==> src/rtl/demux_frame_ctrl.sv <==
`default_nettype none
// ============================================================================
// Module  : demux_frame_ctrl
// Brief   : Serial command-frame decoder driving the sel/a/en inputs of the
//           1-to-8 demultiplexer, with framing-error flag and good-frame count.
// Revision: 1.0 - initial release
// ============================================================================
module demux_frame_ctrl #(
    parameter int HOLD_CYCLES = 4,
    parameter int CNT_W       = 8
) (
    input  logic             clk,
    input  logic             rst_n,
    input  logic             ser_in,
    input  logic             bit_tick,
    output logic [2:0]       sel,
    output logic             a,
    output logic             en,
    output logic             busy,
    output logic             frame_err,
    output logic [CNT_W-1:0] frame_cnt
);

    localparam logic [2:0] c_IDLE  = 3'd0;
    localparam logic [2:0] c_ADDR  = 3'd1;
    localparam logic [2:0] c_DATA  = 3'd2;
    localparam logic [2:0] c_STOP  = 3'd3;
    localparam logic [2:0] c_DRIVE = 3'd4;

    // Hold counter preloads with HOLD_CYCLES-1 so en spans exactly HOLD_CYCLES clocks
    localparam logic [7:0] c_HOLD_INIT = 8'(HOLD_CYCLES - 1);

    logic [2:0] r_state;
    logic [2:0] w_next_state;
    logic [1:0] r_bitcnt;
    logic [2:0] r_addr;
    logic       r_data;
    logic [7:0] r_hold;

    logic       w_start;
    logic       w_shift;
    logic       w_latch;
    logic       w_load;
    logic       w_bad;
    logic       w_drive;

    always_ff @(posedge clk or negedge rst_n) begin
        if (!rst_n) begin
            r_state <= c_IDLE;
        end else begin
            r_state <= w_next_state;
        end
    end

    always_comb begin
        w_next_state = r_state;
        case (r_state)
            c_IDLE:  if (bit_tick && !ser_in)              w_next_state = c_ADDR;
            c_ADDR:  if (bit_tick && (r_bitcnt == 2'd2))   w_next_state = c_DATA;
            c_DATA:  if (bit_tick)                         w_next_state = c_STOP;
            c_STOP:  if (bit_tick)                         w_next_state = ser_in ? c_DRIVE : c_IDLE;
            c_DRIVE: if (r_hold == 8'd0)                   w_next_state = c_IDLE;
            default:                                       w_next_state = c_IDLE;
        endcase
    end

    always_comb begin
        busy    = (r_state != c_IDLE);
        w_start = (r_state == c_IDLE) && bit_tick && !ser_in;
        w_shift = (r_state == c_ADDR) && bit_tick;
        w_latch = (r_state == c_DATA) && bit_tick;
        w_load  = (r_state == c_STOP) && bit_tick && ser_in;
        w_bad   = (r_state == c_STOP) && bit_tick && !ser_in;
        w_drive = (r_state == c_DRIVE);
    end

    always_ff @(posedge clk or negedge rst_n) begin
        if (!rst_n) begin
            r_bitcnt  <= 2'd0;
            r_addr    <= 3'd0;
            r_data    <= 1'b0;
            r_hold    <= 8'd0;
            sel       <= 3'd0;
            a         <= 1'b0;
            en        <= 1'b0;
            frame_err <= 1'b0;
            frame_cnt <= '0;
        end else begin
            frame_err <= w_bad;
            if (w_start) begin
                r_bitcnt <= 2'd0;
            end else if (w_shift) begin
                r_bitcnt <= r_bitcnt + 2'd1;
            end
            if (w_shift) begin
                r_addr <= {r_addr[1:0], ser_in};
            end
            if (w_latch) begin
                r_data <= ser_in;
            end
            if (w_load) begin
                sel       <= r_addr;
                a         <= r_data;
                en        <= 1'b1;
                frame_cnt <= frame_cnt + CNT_W'(1);
                r_hold    <= c_HOLD_INIT;
            end else if (w_drive) begin
                // sel/a deliberately keep their values after en drops
                if (r_hold == 8'd0) begin
                    en <= 1'b0;
                end else begin
                    r_hold <= r_hold - 8'd1;
                end
            end
        end
    end

endmodule
`default_nettype wire

==> config.mk <==
export PLATFORM = sky130hd
export DESIGN_NAME = demux_frame_ctrl
export DESIGN_NICKNAME = d
export VERILOG_FILES = /design/src/rtl/demux_frame_ctrl.sv
export SDC_FILE = /design/constraint.sdc
export NUM_CORES = 1
export LEC_CHECK = 0
export ABC_CLOCK_PERIOD_IN_PS = 2300
export CORE_MARGIN = 2
export CORE_UTILIZATION = 44
export CTS_CLUSTER_SIZE = 20
export DETAILED_ROUTE_END_ITERATION = 10
export MAX_ROUTING_LAYER = met4
export PLACE_DENSITY = 0.74
export SYNTH_ARGS = -nofsm -noshare
export SYNTH_HDL_FRONTEND = slang
export SYNTH_SLANG_ARGS = --single-unit
==> constraint.sdc <==
create_clock -name clk -period 2.3 [get_ports clk]
set_clock_uncertainty 0.2 [all_clocks]
set_input_delay 0.46 -clock clk [delete_from_list [all_inputs] [get_ports clk]]
set_output_delay 0.46 -clock clk [all_outputs]
set_load 0.05 [all_outputs]
==> metrics, run 1 <==
most frequent cells in the layout=31 x dfrtp_1, 12 x clkdlybuf4s50_1, 10 x nand2_1; cell count after placement=198; drt total wl=2775 um; CTS Buf Count=5; worst-margin pin slew=686.3 ps; half-perimeter wire length after placement=1975 um; critical path, cell by cell=clkdlybuf4s50_1; IO Pins=19; CTS Buffer Depth=2; Hold Vio Cnt, Final=0; CP delay by family, top=buffers and inverters; total gr overflow=0; most common cell after layout, fill and taps aside=dfrtp_1; vias in the first global route=1,074; fin. max-slew vios=0; synthesized area per cell=10.97 um^2; Via Count=1,095; HP Start=frame_cnt[7]; fraction of layout cells with a size suffix above 1=16.88%; routability cong.=0.7716; mux cell area share after synthesis=9.459%; CTS H-Tree Depth=2; CP startpoint kind=register; core area=around 3300 um^2; Power Density=roughly 550 nW/um^2; Max Cap Violations=0; fin crit share=96.09%; chip width=~62 um; post-CTS setup buffers=0; Syn Inst Count=135; Skew-Pair Late Insertion Delay=around 330 ps; critical path class=reg -> out; Critical Path RT=1640 ps; crit end category=primary output; fin nets=167; CTS sink cnt=31; Hold/Removal Path Class=reg -> reg; initial antenna violation count=0; Total Routing Usage GR=18.36%; area grow syn2layout=23.73%; adder and majority gate portion of the synthesized area=~3.4%; largest family of logic cells by synthesized area=simple AND/OR/NAND/NOR gates; register area share after synthesis=between 50% and 60%; Mapped Area=1481 um^2; crit path from=frame_cnt[1]; Rows=21; slowest CP cell=clkdlybuf4s50_1; Pre-antenna DRT Iters=5; Peak Freq=452.5 MHz; simple-gate area share of the yosys netlist=17.15%; worst hold slack=276.0 ps; worst path arrival time=1550 ps; first-pass GRT wire length=4816 um; Static Leak=0.0009242 uW; vias per cell=5.316; status=finished, final reports clean; worst r2r src=r_hold[0]; port bufs=18; Avg WL per Cell=between 10 and 15 um; Rel. slew slack=~54%; compound-gate portion of the synthesized area=9.628%; final std cells w/o fill=206; ant diodes=0; Reg clk slew, reported paths=100 ps; critical path peak fanout=4; peak per-stage delay on the critical path=820 ps; post-synth cell types=36; final setup violation count=0; largest net degree at the start of global routing=32; TritonCTS clock tree=done; Die Ht=roughly 62 um; Final min period=around 2200 ps; Root Driver=clkbuf_4; Initial Util=45.10%; peak supply drop=0.3317 mV; setup TNS=0 ps; full die area=3847 um^2; Critical path buffers and inverters=1; DRC Markers=0; antenna viol nets, final=0; number of fill cells=between 200 and 300; Ys Warns=0; RSZ-0062 raised after global routing=no; flops & latches, synth=31; Synth Area in XOR/XNOR=between 4 and 5%; syn_nets=between 100 and 150; DR iter-0 viols=44
## flip-flops by register name, summed over array words and instances, names as in the netlist
name,count
r_state,3
r_hold,8
a,1
sel,3
frame_cnt,8
frame_err,1
en,1
r_bitcnt,2
r_addr,3
r_data,1
## path summary, 6_finish.rpt
check	end	slack, ps	depth (start not counted)
setup / recovery	frame_cnt[1]	90	1
hold reg to reg	frame_cnt[7]	280	1
setup reg to reg	r_hold[6]	180	5
hold / removal	frame_cnt[7]	280	1
max in group asynchronous	r_hold[7]	1300	2
min in group asynchronous	r_hold[6]	320	2
## Yosys cell counts, drive strengths merged
master,instances,area [um^2]
mux2i,5,50.05
dfrtp,31,775.7
nand4,5,31.28
o31ai,1,7.510
mux2,8,90.09
o21ai,6,30.03
a21bo,1,10.01
nand4bb,1,11.26
o211ai,2,15.01
clkbuf,7,27.52
and4b,1,10.01
or4,1,7.510
xor2,3,26.28
nor4b,1,8.760
ha,4,50.05
inv,8,30.03
or4bb,1,11.26
nand4b,3,26.28
nand2,10,37.54
or3b,2,17.52
nand3,1,5.000
nor3b,2,15.01
nor4,1,6.260
and3,1,6.260
xnor2,4,35.03
and2,1,6.260
a21boi,1,7.510
a31o,1,8.760
nor2,6,22.52
or4b,1,10.01
a21oi,8,40.04
nor3,3,15.01
o2111ai,2,17.52
o22ai,1,6.260
or3,1,6.260
## area by class of cell
type	instances	area, um^2	share of cell area, %
Sequential cell	31	775.7	42.32
Multi-Input combinational cell	89	648.1	35.36
Timing Repair Buffer	24	235.2	12.83
Tap cell	46	57.56	3.140
Clock buffer	6	51.30	2.799
Clock inverter	2	35.03	1.911
Inverter	8	30.03	1.638
## power breakdown
| group | leakage, uW | internal (uW) | switching, uW |
|---|---|---|---|
| logic | 0.000483 | 10.0 | 18.8 |
| registers | 0.000393 | 546 | 0.728 |
| clock network | 0.0000482 | 257 | 184 |
| total | 0.000924 | 813 | 203 |
## through the flow
step / setup WS [ps] / total power, uW / area [um^2] / util, %
CTS: 19.49 / 1035 / 1821 / 55.43
floorplan: 257.5 / 565.7 / 1481 / -
detailed placement: 72.20 / 587.5 / 1734 / 52.80
finish: 89.89 / 1016 / 1833 / 55.81
global route: 24.98 / 1064 / 1833 / 55.81
global placement: 140.7 / 586.4 / 1734 / 52.80
## cell families (layout without fill, tap and decap cells)
logic type               after synthesis  in the layout
AO/OA/AOI/OAI                         23             23
buffers and inverters                 15             40
adder cells (fa/ha/maj)                4              4
XOR/XNOR                               7              7
AND/OR/NAND/NOR                       42             42
multiplexers                          13             13
flip-flops                            31             31
## layer usage
metal / up-vias / routed length [um] / GRT usage, %
li1: 539 / - / -
met1: 531 / 1253 / 21.90
met2: 18 / 1359 / 28.27
met3: 7 / 106 / 6.625
met4: 0 / 56 / 7.295
met5: - / 0 / -
## repair_timing
item,in CTS,in global routing
endpoints found under the setup margin,0,5
resized for setup,0,5
hold buffers,0,0
Note: power is estimated with default switching activity, not from simulation.
==> run 2, diff against run 1 <==
Settings changed: GPL_TIMING_DRIVEN set to 0.
==> run 2 against run 1 <==
The run now ends with negative hold slack left; critical path depth did not move; register-to-register slack worse by 40 ps; cell area fell by 3.0%; via count down 1.2%; sequential share of layout area is 1.3 points higher; non-clock buffer count rose by 1.
==> metrics, run 2 (synthesis results as in run 1) <==
Via Count=1,082 (-1.2%); critical path, cell by cell=clkdlybuf4s50_1; most common cell after layout, fill and taps aside=dfrtp_1; drt total wl=2645 um (-4.7%); IO Pins=19 (unchanged); port bufs=18 (unchanged); Skew-Pair Late Insertion Delay=320 ps (about the same); fraction of layout cells with a size suffix above 1=14.37% (-2.5 points); Reg2Reg Capture Point=r_hold[1]; peak supply drop=0.3800 mV (+15%); status=finished with violations; Peak Freq=450.5 MHz (-0.44%); Root Driver=clkbuf_4; crit path from=frame_cnt[2]; DRC Markers=0 (unchanged); Pre-antenna DRT Iters=4 (-1); most frequent cells in the layout=31 x dfrtp_1, 12 x clkdlybuf4s50_1, 9 x nand2_1; CTS Buffer Depth=2 (unchanged); chip width=62.03 um (unchanged); DR iter-0 viols=23 (-48%); core area=3284 um^2 (unchanged); worst path arrival time=1560 ps (about the same); RSZ-0062 raised after global routing=no; critical path peak fanout=4 (unchanged); Die Ht=62.03 um (unchanged); worst-margin pin slew=665.2 ps (-21.11 ps); full die area=3847 um^2 (unchanged); CP delay by family, top=buffers and inverters; Rel. slew slack=55.03% (+1.4 points); TritonCTS clock tree=done; Setup crit end=frame_cnt[2]; area grow syn2layout=20.02%; Placement Setup Slack=-215.5 ps (-287.7 ps); peak per-stage delay on the critical path=820 ps (about the same); reg2reg setup slack=140 ps (-40 ps); Hold/Removal Path Class=in -> async; Initial Util=45.10% (unchanged); Static Leak=0.0008689 uW (-6.0%); Max Cap Violations=0 (unchanged); post-CTS setup buffers=0 (unchanged); CP startpoint kind=register; post-route design area=1778 um^2 (-3.0%); Power Density=500.4 nW/um^2 (-9.8%); critical path class=reg -> out; largest net degree at the start of global routing=32 (unchanged); Hold-fix buffers, CTS=0 (unchanged); Reg clk slew, reported paths=100 ps (about the same); Final min period=2220 ps (+9.697 ps); first-pass GRT wire length=4533 um (-5.9%); Rows=21 (unchanged); fin. max-slew vios=0 (unchanged); antenna viol nets, final=0 (unchanged); fin nets=168 (+0.60%); worst r2r src=r_hold[0]; worst hold slack=-37.58 ps (-313.6 ps); slowest CP cell=clkdlybuf4s50_1; final setup violation count=0 (unchanged); ant diodes=0 (unchanged); Hold Vio Cnt, Final=31 (+31); failing checks=negative hold slack; initial antenna violation count=0 (unchanged); total gr overflow=0 (unchanged); final worst slack=80.19 ps (-9.697 ps); Total Routing Usage GR=16.85% (-1.5 points); fin crit share=96.51% (+0.42 points); CTS Buf Count=5 (unchanged); vias per cell=5.252 (-1.2%); Avg WL per Cell=12.84 um (-4.7%); CTS H-Tree Depth=2 (unchanged); Critical Path RT=1640 ps (about the same); vias in the first global route=1,028 (-4.3%); crit end category=primary output; number of fill cells=291 (+3.9%); Critical path buffers and inverters=1 (unchanged); Cell Area, Placed=1719 um^2 (-0.87%); Critical Path Stages=1 (unchanged); CTS sink cnt=31 (unchanged); routability cong.=0.8108 (+5.1%); half-perimeter wire length after placement=1864 um (-5.6%); biggest registers after layout=frame_cnt: 8 flops, r_hold: 8 flops; FF-to-FF path depth=6 (+1)
## run 2: changes by cell type in the layout (fill, tap and decap cells not counted), sizes merged
cell | previous run | this run
buf | 7 | 2
dlymetal6s2s | 5 | 4
bufinv | 1 | 0
clkbuf | 6 | 13
## run 2: how the worst min path moves through the flow
stage                               to    startpoint  slack (ps)
after detailed placement  frame_cnt[7]  frame_cnt[7]         270
after floorplan                      a         rst_n         -40
after global placement    frame_cnt[7]  frame_cnt[7]         260
after global routing      frame_cnt[0]         rst_n          10
final                               en         rst_n         -40
after CTS                 frame_cnt[7]  frame_cnt[7]         280
## run 2: final cells by class
type | instances | area, um^2 | area share [%]
Multi-Input combinational cell | 89 | 650.6 | 36.59
Buffer | 7 | 27.53 | 1.548
Clock inverter | 1 | 5.005 | 0.2815
Tap cell | 46 | 57.56 | 3.237
Sequential cell | 31 | 775.7 | 43.63
Timing Repair Buffer | 18 | 180.2 | 10.13
Inverter | 8 | 30.03 | 1.689
Clock buffer | 6 | 51.30 | 2.885
## run 2: stage by stage
stage / setup TNS, ps / total power (uW) / utilization [%] / cells
2_1_floorplan: 0 / 565.7 / - / 135
3_3_place_gp: -1177 / 584.5 / 52.34 / 199
3_5_place_dp: -1727 / 585.8 / 52.34 / 199
4_1_cts: 0 / 903.8 / 53.90 / 206
5_1_grt: 0 / 934.2 / 54.13 / 206
6_report: 0 / 889.7 / 54.13 / 206
## run 2: timing repair
item,4_1_cts,5_1_grt
pin swaps,0,0
endpoints found under the setup margin,2,5
resized for setup,6,5
cloned,0,0
## run 2: metal layers
| layer | track usage, % | routed length, um | up-vias | part of all wire (%) |
|---|---|---|---|---|
| met2 | 24.40 | 1236 | 22 | 47 |
| met4 | 5.471 | 44 | 0 | 1.7 |
| met5 | - | 0 | - | 0 |
| li1 | - | - | 537 | - |
| met1 | 22.33 | 1221 | 516 | 46 |
| met3 | 5.590 | 142 | 7 | 5.4 |
## run 2: power by group
part | switching (uW) | leakage, uW | internal [uW]
registers | 0.682 | 0.000393 | 546
logic | 18.4 | 0.000442 | 7.38
clock network | 175 | 0.0000341 | 141
total | 195 | 0.000869 | 695
